$ cat src/rtl/snoop_agent.sv
// Bus-side agent of a snooping cache. It runs its own miss, upgrade and writeback
// transactions through a small FSM and answers peer broadcasts from a 16-entry line directory.
module snoop_agent #(
  parameter bit HIGH_PRIO = 1'b0
) (
  input  logic         clk,
  input  logic         rst,
  input  logic         req_valid,
  output logic         req_ready,
  input  logic [31:0]  req_addr,
  input  logic [2:0]   req_cmd,
  input  logic [255:0] req_wdata,
  output logic         resp_valid,
  output logic         resp_hit,
  output logic [255:0] resp_rdata,
  output logic         bus_query,
  input  logic         peer_query,
  input  logic         bus_ready,
  output logic [31:0]  out_addr,
  output logic [2:0]   out_cmd,
  output logic [255:0] out_data,
  input  logic [1:0]   bus_resp,
  input  logic [255:0] bus_resp_data,
  input  logic [31:0]  snp_addr,
  input  logic [2:0]   snp_cmd,
  output logic [3:0]   snp_index,
  input  logic [255:0] snp_line,
  output logic         snp_hit,
  output logic [255:0] snp_data
);
  localparam int unsigned SETS = 16;
  localparam int unsigned SW   = 4;
  localparam int unsigned TW   = 23;
  localparam int unsigned DW   = 256;

  localparam logic [2:0] CMD_NONE = 3'd0;
  localparam logic [2:0] CMD_RD   = 3'd1;
  localparam logic [2:0] CMD_RDX  = 3'd2;
  localparam logic [2:0] CMD_UPGR = 3'd3;
  localparam logic [2:0] CMD_WB   = 3'd4;

  typedef enum logic [2:0] {ST_IDLE, ST_REQ, ST_CMD, ST_RESP, ST_DONE} fsm_t;
  typedef enum logic [1:0] {LN_I, LN_S, LN_M} line_t;

  function automatic logic is_cmd(input logic [2:0] c);
    return (c != CMD_NONE) && (c <= CMD_WB);
  endfunction

  fsm_t            state, state_nxt;
  line_t           dir_st  [SETS];
  logic [TW-1:0]   dir_tag [SETS];
  logic            resp_hit_q;
  logic [DW-1:0]   resp_data_q;
  logic            snp_prev;
  logic            snp_start, snp_lookup_hit, snp_inval, upgr_lost, grant;
  line_t           snp_cur_st, snp_new_st;
  logic [SW-1:0]   snp_set, own_set;
  logic [TW-1:0]   snp_tag, own_tag;
  logic            unused_snp_off;

  assign unused_snp_off = ^snp_addr[4:0];
  assign grant     = bus_ready && (HIGH_PRIO || !peer_query);
  assign snp_set   = snp_addr[8:5];
  assign snp_tag   = snp_addr[31:9];
  assign own_set   = out_addr[8:5];
  assign own_tag   = out_addr[31:9];
  assign snp_index = snp_set;

  // A broadcast acts once, on its first cycle; our own bus phases are not snooped.
  assign snp_start = is_cmd(snp_cmd) && !snp_prev && (state != ST_CMD) && (state != ST_RESP);
  assign snp_lookup_hit = (dir_st[snp_set] != LN_I) && (dir_tag[snp_set] == snp_tag);
  assign snp_inval = snp_start && snp_lookup_hit && (snp_new_st == LN_I);
  // A pending upgrade whose shared copy is stolen must refetch the whole line.
  assign upgr_lost = (state == ST_REQ) && (out_cmd == CMD_UPGR) && snp_inval &&
                     (snp_addr[31:5] == out_addr[31:5]);

  always_comb begin
    snp_cur_st = dir_st[snp_set];
    snp_new_st = snp_cur_st;
    case (snp_cmd)
      CMD_RD:   if (snp_cur_st == LN_M) snp_new_st = LN_S;
      CMD_RDX:  snp_new_st = LN_I;
      CMD_UPGR: if (snp_cur_st == LN_S) snp_new_st = LN_I;
      default:  ;
    endcase
  end

  always_ff @(posedge clk) begin
    if (rst) state <= ST_IDLE;
    else     state <= state_nxt;
  end

  always_comb begin
    state_nxt = state;
    case (state)
      ST_IDLE: if (req_valid && is_cmd(req_cmd)) state_nxt = ST_REQ;
      ST_REQ:  if (grant) state_nxt = ST_CMD;
      ST_CMD:  state_nxt = ST_RESP;
      ST_RESP: state_nxt = ST_DONE;
      ST_DONE: state_nxt = ST_IDLE;
      default: state_nxt = ST_IDLE;
    endcase
  end

  always_comb begin
    req_ready  = 1'b0;
    bus_query  = 1'b0;
    resp_valid = 1'b0;
    resp_hit   = 1'b0;
    resp_rdata = '0;
    case (state)
      ST_IDLE: req_ready = 1'b1;
      ST_REQ:  bus_query = 1'b1;
      ST_DONE: begin
        resp_valid = 1'b1;
        resp_hit   = resp_hit_q;
        resp_rdata = resp_data_q;
      end
      default: ;
    endcase
  end

  // Own command registers: loaded on acceptance, held through the transaction.
  always_ff @(posedge clk) begin
    if (rst) begin
      out_addr    <= '0;
      out_cmd     <= CMD_NONE;
      out_data    <= '0;
      resp_hit_q  <= 1'b0;
      resp_data_q <= '0;
    end else begin
      if (state == ST_IDLE && req_valid && is_cmd(req_cmd)) begin
        out_addr <= req_addr;
        out_cmd  <= req_cmd;
        out_data <= req_wdata;
      end else if (state == ST_DONE) begin
        out_addr <= '0;
        out_cmd  <= CMD_NONE;
        out_data <= '0;
      end else if (upgr_lost) begin
        out_cmd <= CMD_RDX;
      end
      if (state == ST_RESP) begin
        resp_hit_q  <= (bus_resp == 2'd1);
        resp_data_q <= bus_resp_data;
      end
    end
  end

  // Snoop response registers, visible only in the cycle after the snoop starts.
  always_ff @(posedge clk) begin
    if (rst) begin
      snp_prev <= 1'b0;
      snp_hit  <= 1'b0;
      snp_data <= '0;
    end else begin
      snp_prev <= is_cmd(snp_cmd);
      snp_hit  <= snp_start && snp_lookup_hit;
      snp_data <= snp_start ? snp_line : '0;
    end
  end

  // Directory: the completion write is last so it wins a same-set collision.
  always_ff @(posedge clk) begin
    if (rst) begin
      for (int unsigned i = 0; i < SETS; i++) begin
        dir_st[SW'(i)]  <= LN_I;
        dir_tag[SW'(i)] <= '0;
      end
    end else begin
      if (snp_start && snp_lookup_hit) dir_st[snp_set] <= snp_new_st;
      if (state == ST_DONE) begin
        case (out_cmd)
          CMD_RD: begin
            dir_tag[own_set] <= own_tag;
            dir_st[own_set]  <= LN_S;
          end
          CMD_RDX, CMD_UPGR: begin
            dir_tag[own_set] <= own_tag;
            dir_st[own_set]  <= LN_M;
          end
          CMD_WB:  dir_st[own_set] <= LN_I;
          default: ;
        endcase
      end
    end
  end
endmodule

$ cat config.mk
export PLATFORM = sky130hd
export DESIGN_NAME = snoop_agent
export DESIGN_NICKNAME = d
export VERILOG_FILES = /design/src/rtl/snoop_agent.sv
export SDC_FILE = /design/constraint.sdc
export NUM_CORES = 2
export LEC_CHECK = 0
export CORE_AREA = 2 2 642 644
export DETAILED_ROUTE_END_ITERATION = 12
export DIE_AREA = 0 0 644 646
export GPL_TIMING_DRIVEN = 0
export PLACE_DENSITY = 0.38
export SETUP_SLACK_MARGIN = 0.15
export SLEW_MARGIN = 20
export SYNTH_ARGS = -nofsm -noshare
export SYNTH_HDL_FRONTEND = slang
export SYNTH_SLANG_ARGS = --single-unit
$ cat constraint.sdc
create_clock -name clk -period 4.3 [get_ports clk]
set_clock_uncertainty 0.05 [all_clocks]
set_input_delay 0.86 -clock clk [delete_from_list [all_inputs] [get_ports clk]]
set_output_delay 0.86 -clock clk [all_outputs]
set_load 0.005 [all_outputs]
==> reports/metrics.yaml <==
worst_setup_path:
  critPathLaunch: "snp_addr[7]"
  crit_chain: "clkdlybuf4s50_1, clkbuf_2, clkdlybuf4s15_2, buf_2, a22o_1, nand4_1, nor4_4, buf_4, nand3b_4, buf_6, o211ai_2"
  rr_startpoint: "state[0]$_SDFFE_PP0P_"
  max_stage_delay_ns: 0.78
  endpoint_kind: "flop"
  cp-start-kind: "primary input"
  path_class: "in -> reg"
  slowest_stage: "clkdlybuf4s50_1"
  critPathMaxFanout: 10
  cpLargestDelayFamily: "buffers and inverters"
  arrival_ns: 4.61
  critPathBufInv: 6
  required_ns: 4.79
synthesis:
  synth_compound_area_frac: 0.0786
  synth.distinct_cells: 56
  synth_nets: 5570
  synth-xor-area-share: 0.0108
  ys_ff_latch: 1209
  synth_top_area_share: 0.339
  synthFlopType: "dfxtp_1"
  netlist.top_cell.by_area: "dfxtp_1"
  synth_edf_count: 400
  yosysWarnings: 0
  syn_area_sq_mm: 0.0477
  synthMuxAreaShare: 0.0511
  synthSimpleGateAreaFrac: 0.231
  ys_top_cells_by_area: "dfxtp_1 (34%), edfxtp_1 (25%), and2_1 (8.3%)"
  synth_fa_ha_area_frac: 0
  synthArstFlopShare: 0
  synth_top_family_by_area: "simple AND/OR/NAND/NOR gates"
  syn_area_per_cell_sq_um: 10.1
  seq_area_frac_synth: 0.591
  synth_cells: 4725
power:
  power.switching_mw: 8.42
  intPower_mw: 22.6
  finalPower_mw: 31.0
  power_frac_seq: 0.402
  p_comb_frac: 0.122
  leakage_nw: 27.3
  p_clk_frac: 0.476
  ir_drop_mv: 0.298
  power_density_mw_per_mm2: 397
  netSwitchingFraction: 0.272
cells_and_area:
  fill_cells: 45300
  multi_input_area_sq_mm: 0.0180
  stdcell_count: 12300
  drive_gt1_frac: 0.0838
  regArea_sq_mm: 0.0282
  fin_nets: 7416
  area_delta_synth_final_pct: 63.4
  final_common_cell: "clkdlybuf4s50_1"
  finalInstanceArea_sq_mm: 0.0780
  final_cell_mix: "clkdlybuf4s50_1 (1614), nand2_1 (873), dfxtp_1 (809)"
sta:
  setup_viol_count_final: 0
  slew_headroom: 0.222
  hold_violations: 0
  worstMarginPinSlew_ns: 1.17
  slew_violations: 0
  finalSetupTns_ns: 0
  rsz0062_at_grt: "no"
  fin_ws_ns: 0.173
  post-route-period-util: 0.960
  max_freq_mhz: 242
  period_minus_slack_ns: 4.13
drt:
  routed_wl_um: 389000
  dr.pass1.iters: 5
  wl_met3_um: 30900
  wl_met1_um: 150000
  wl_met2_um: 195000
  vias: 45700
  ant_nets: 0
  topRoutingLayerUsed: "met5"
  wl_per_cell_um: 31.7
  drcViolationCount: 0
  post_drt_via_cell_ratio: 3.72
  first_iter_violations: 3573
cts:
  cts_tree: "built"
  cts_sinks: 1209
  clk_path_buf_depth: 4
  htreeDepth: 4
  path_clk_slew_ns: 0.06
  clock_latency_ns: 0.88
  cts_buffers: 172
  root_buffer: "clkbuf_16"
placed_design:
  placed_cells: 11800
  place_ws_ns: -2.37
  dp_hpwl_um: 325000
  post_dp_cell_area_sq_mm: 0.0718
  place.port_buffers: 1648
  globalplace.congestion: 0.972
grt:
  grt_max_degree: 20
  grt_pass1_wl_um: 489000
  grt_pass1_vias: 45300
  antenna_found_initial: 238
  track_usage: 0.179
  grt_overflow: 0
hold_path:
  holdCritPathClass: "reg -> reg"
  worstHoldStart: "resp_data_q[216]$_SDFFE_PP0P_"
floorplan:
  io_pins: 1657
  initial_core_util: 0.117
  coreArea_sq_mm: 0.409
  die_w_um: 644
  die-area_sq_mm: 0.416
  die_h_um: 646
  core.rowCount: 235
run:
  max_cap_violations: 0
status:
  status: "finished clean"
-- synthesized netlist by cell type (all sizes together), types with 11 or more instances --
cell and instances:
nand2 874, and2 633, inv 11, nand3 301
xor2 15, nor2b 13, nor2 43, edfxtp 400
dfxtp 809, mux4 79, and3 260, buf 80
clkbuf 356, nand4 26, o21ai 25, o211ai 14
mux2i 59, xnor2 44, o22ai 43, a21oi 553
-- what timing repair did --
action,4_1_cts,5_1_grt
setup buffers,2,1
pin swaps,2,1
cloned,0,0
hold endpoints to repair,0,0
hold buffers,0,0
gates resized for setup,146,31
setup endpoints to repair,921,72
-- path summary, 6_finish.rpt --
kind / cells past startpoint / to / slack, ns
min reg2reg: 2 / resp_data_q[216]$_SDFFE_PP0P_ / 0.40
max: 11 / dir_st[9][1]$_DFFE_PP_ / 0.17
min: 2 / resp_data_q[216]$_SDFFE_PP0P_ / 0.40
max reg2reg: 9 / dir_tag[3][15]$_SDFFCE_PN0P_ / 0.36
-- worst register-to-register path: stages (launching register included) --
cell	delay (ns)
dfxtp_1	0.29
clkbuf_1	0.18
nor2_2	0.16
buf_8	0.21
nand2_4	0.22
nor4_1	0.74
nand2_1	0.61
nor2_1	0.56
clkbuf_1	0.62
and2_1	0.23
-- cell type report --
cell class                 instances  area share
clock inverter                    75     0.00901
multi-input combinational       3069       0.231
inverter                          11    0.000529
sequential                      1209       0.362
tap                             5451      0.0874
timing repair buffer            1673       0.219
antenna                          110     0.00353
clock buffer                     234      0.0638
buffer                           435      0.0245
-- power groups by stage --
stage,logic (mW),clock network (mW),registers [mW]
6_report,3.78,14.7,12.5
3_3_place_gp,3.72,0,12.7
3_5_place_dp,3.78,0,12.7
2_1_floorplan,1.09,0,12.6
5_1_grt,3.98,15.5,12.5
4_1_cts,3.83,15.2,12.5
-- sequential cells by signal, summed over array words and instances, names as in the netlist --
register	cells
dir_tag	368
snp_prev	1
snp_data	256
resp_data_q	256
resp_hit_q	1
out_cmd	3
dir_st	32
out_data	256
snp_hit	1
state	3
out_addr	32
-- kinds of logic after synthesis --
| logic type | count (synthesis) |
|---|---|
| simple gates | 2187 |
| flops | 1209 |
| compound gates | 679 |
| buf+inv | 447 |
| mux | 144 |
| xor+xnor | 59 |
-- through the flow --
step | util | hold slack (ns)
after floorplan | - | 0.377
final | 0.191 | 0.399
after CTS | 0.190 | 0.373
after detailed placement | 0.176 | 0.394
after global placement | 0.174 | 0.390
after global routing | 0.190 | 0.414
-- per-layer routing --
layer  GRT usage  vias to the layer above
li1            -                    20000
met1       0.203                    22800
met2       0.320                     2137
met3      0.0567                      633
met4      0.0504                       48
met5           0                        -
(Power assumes the default switching activity.)
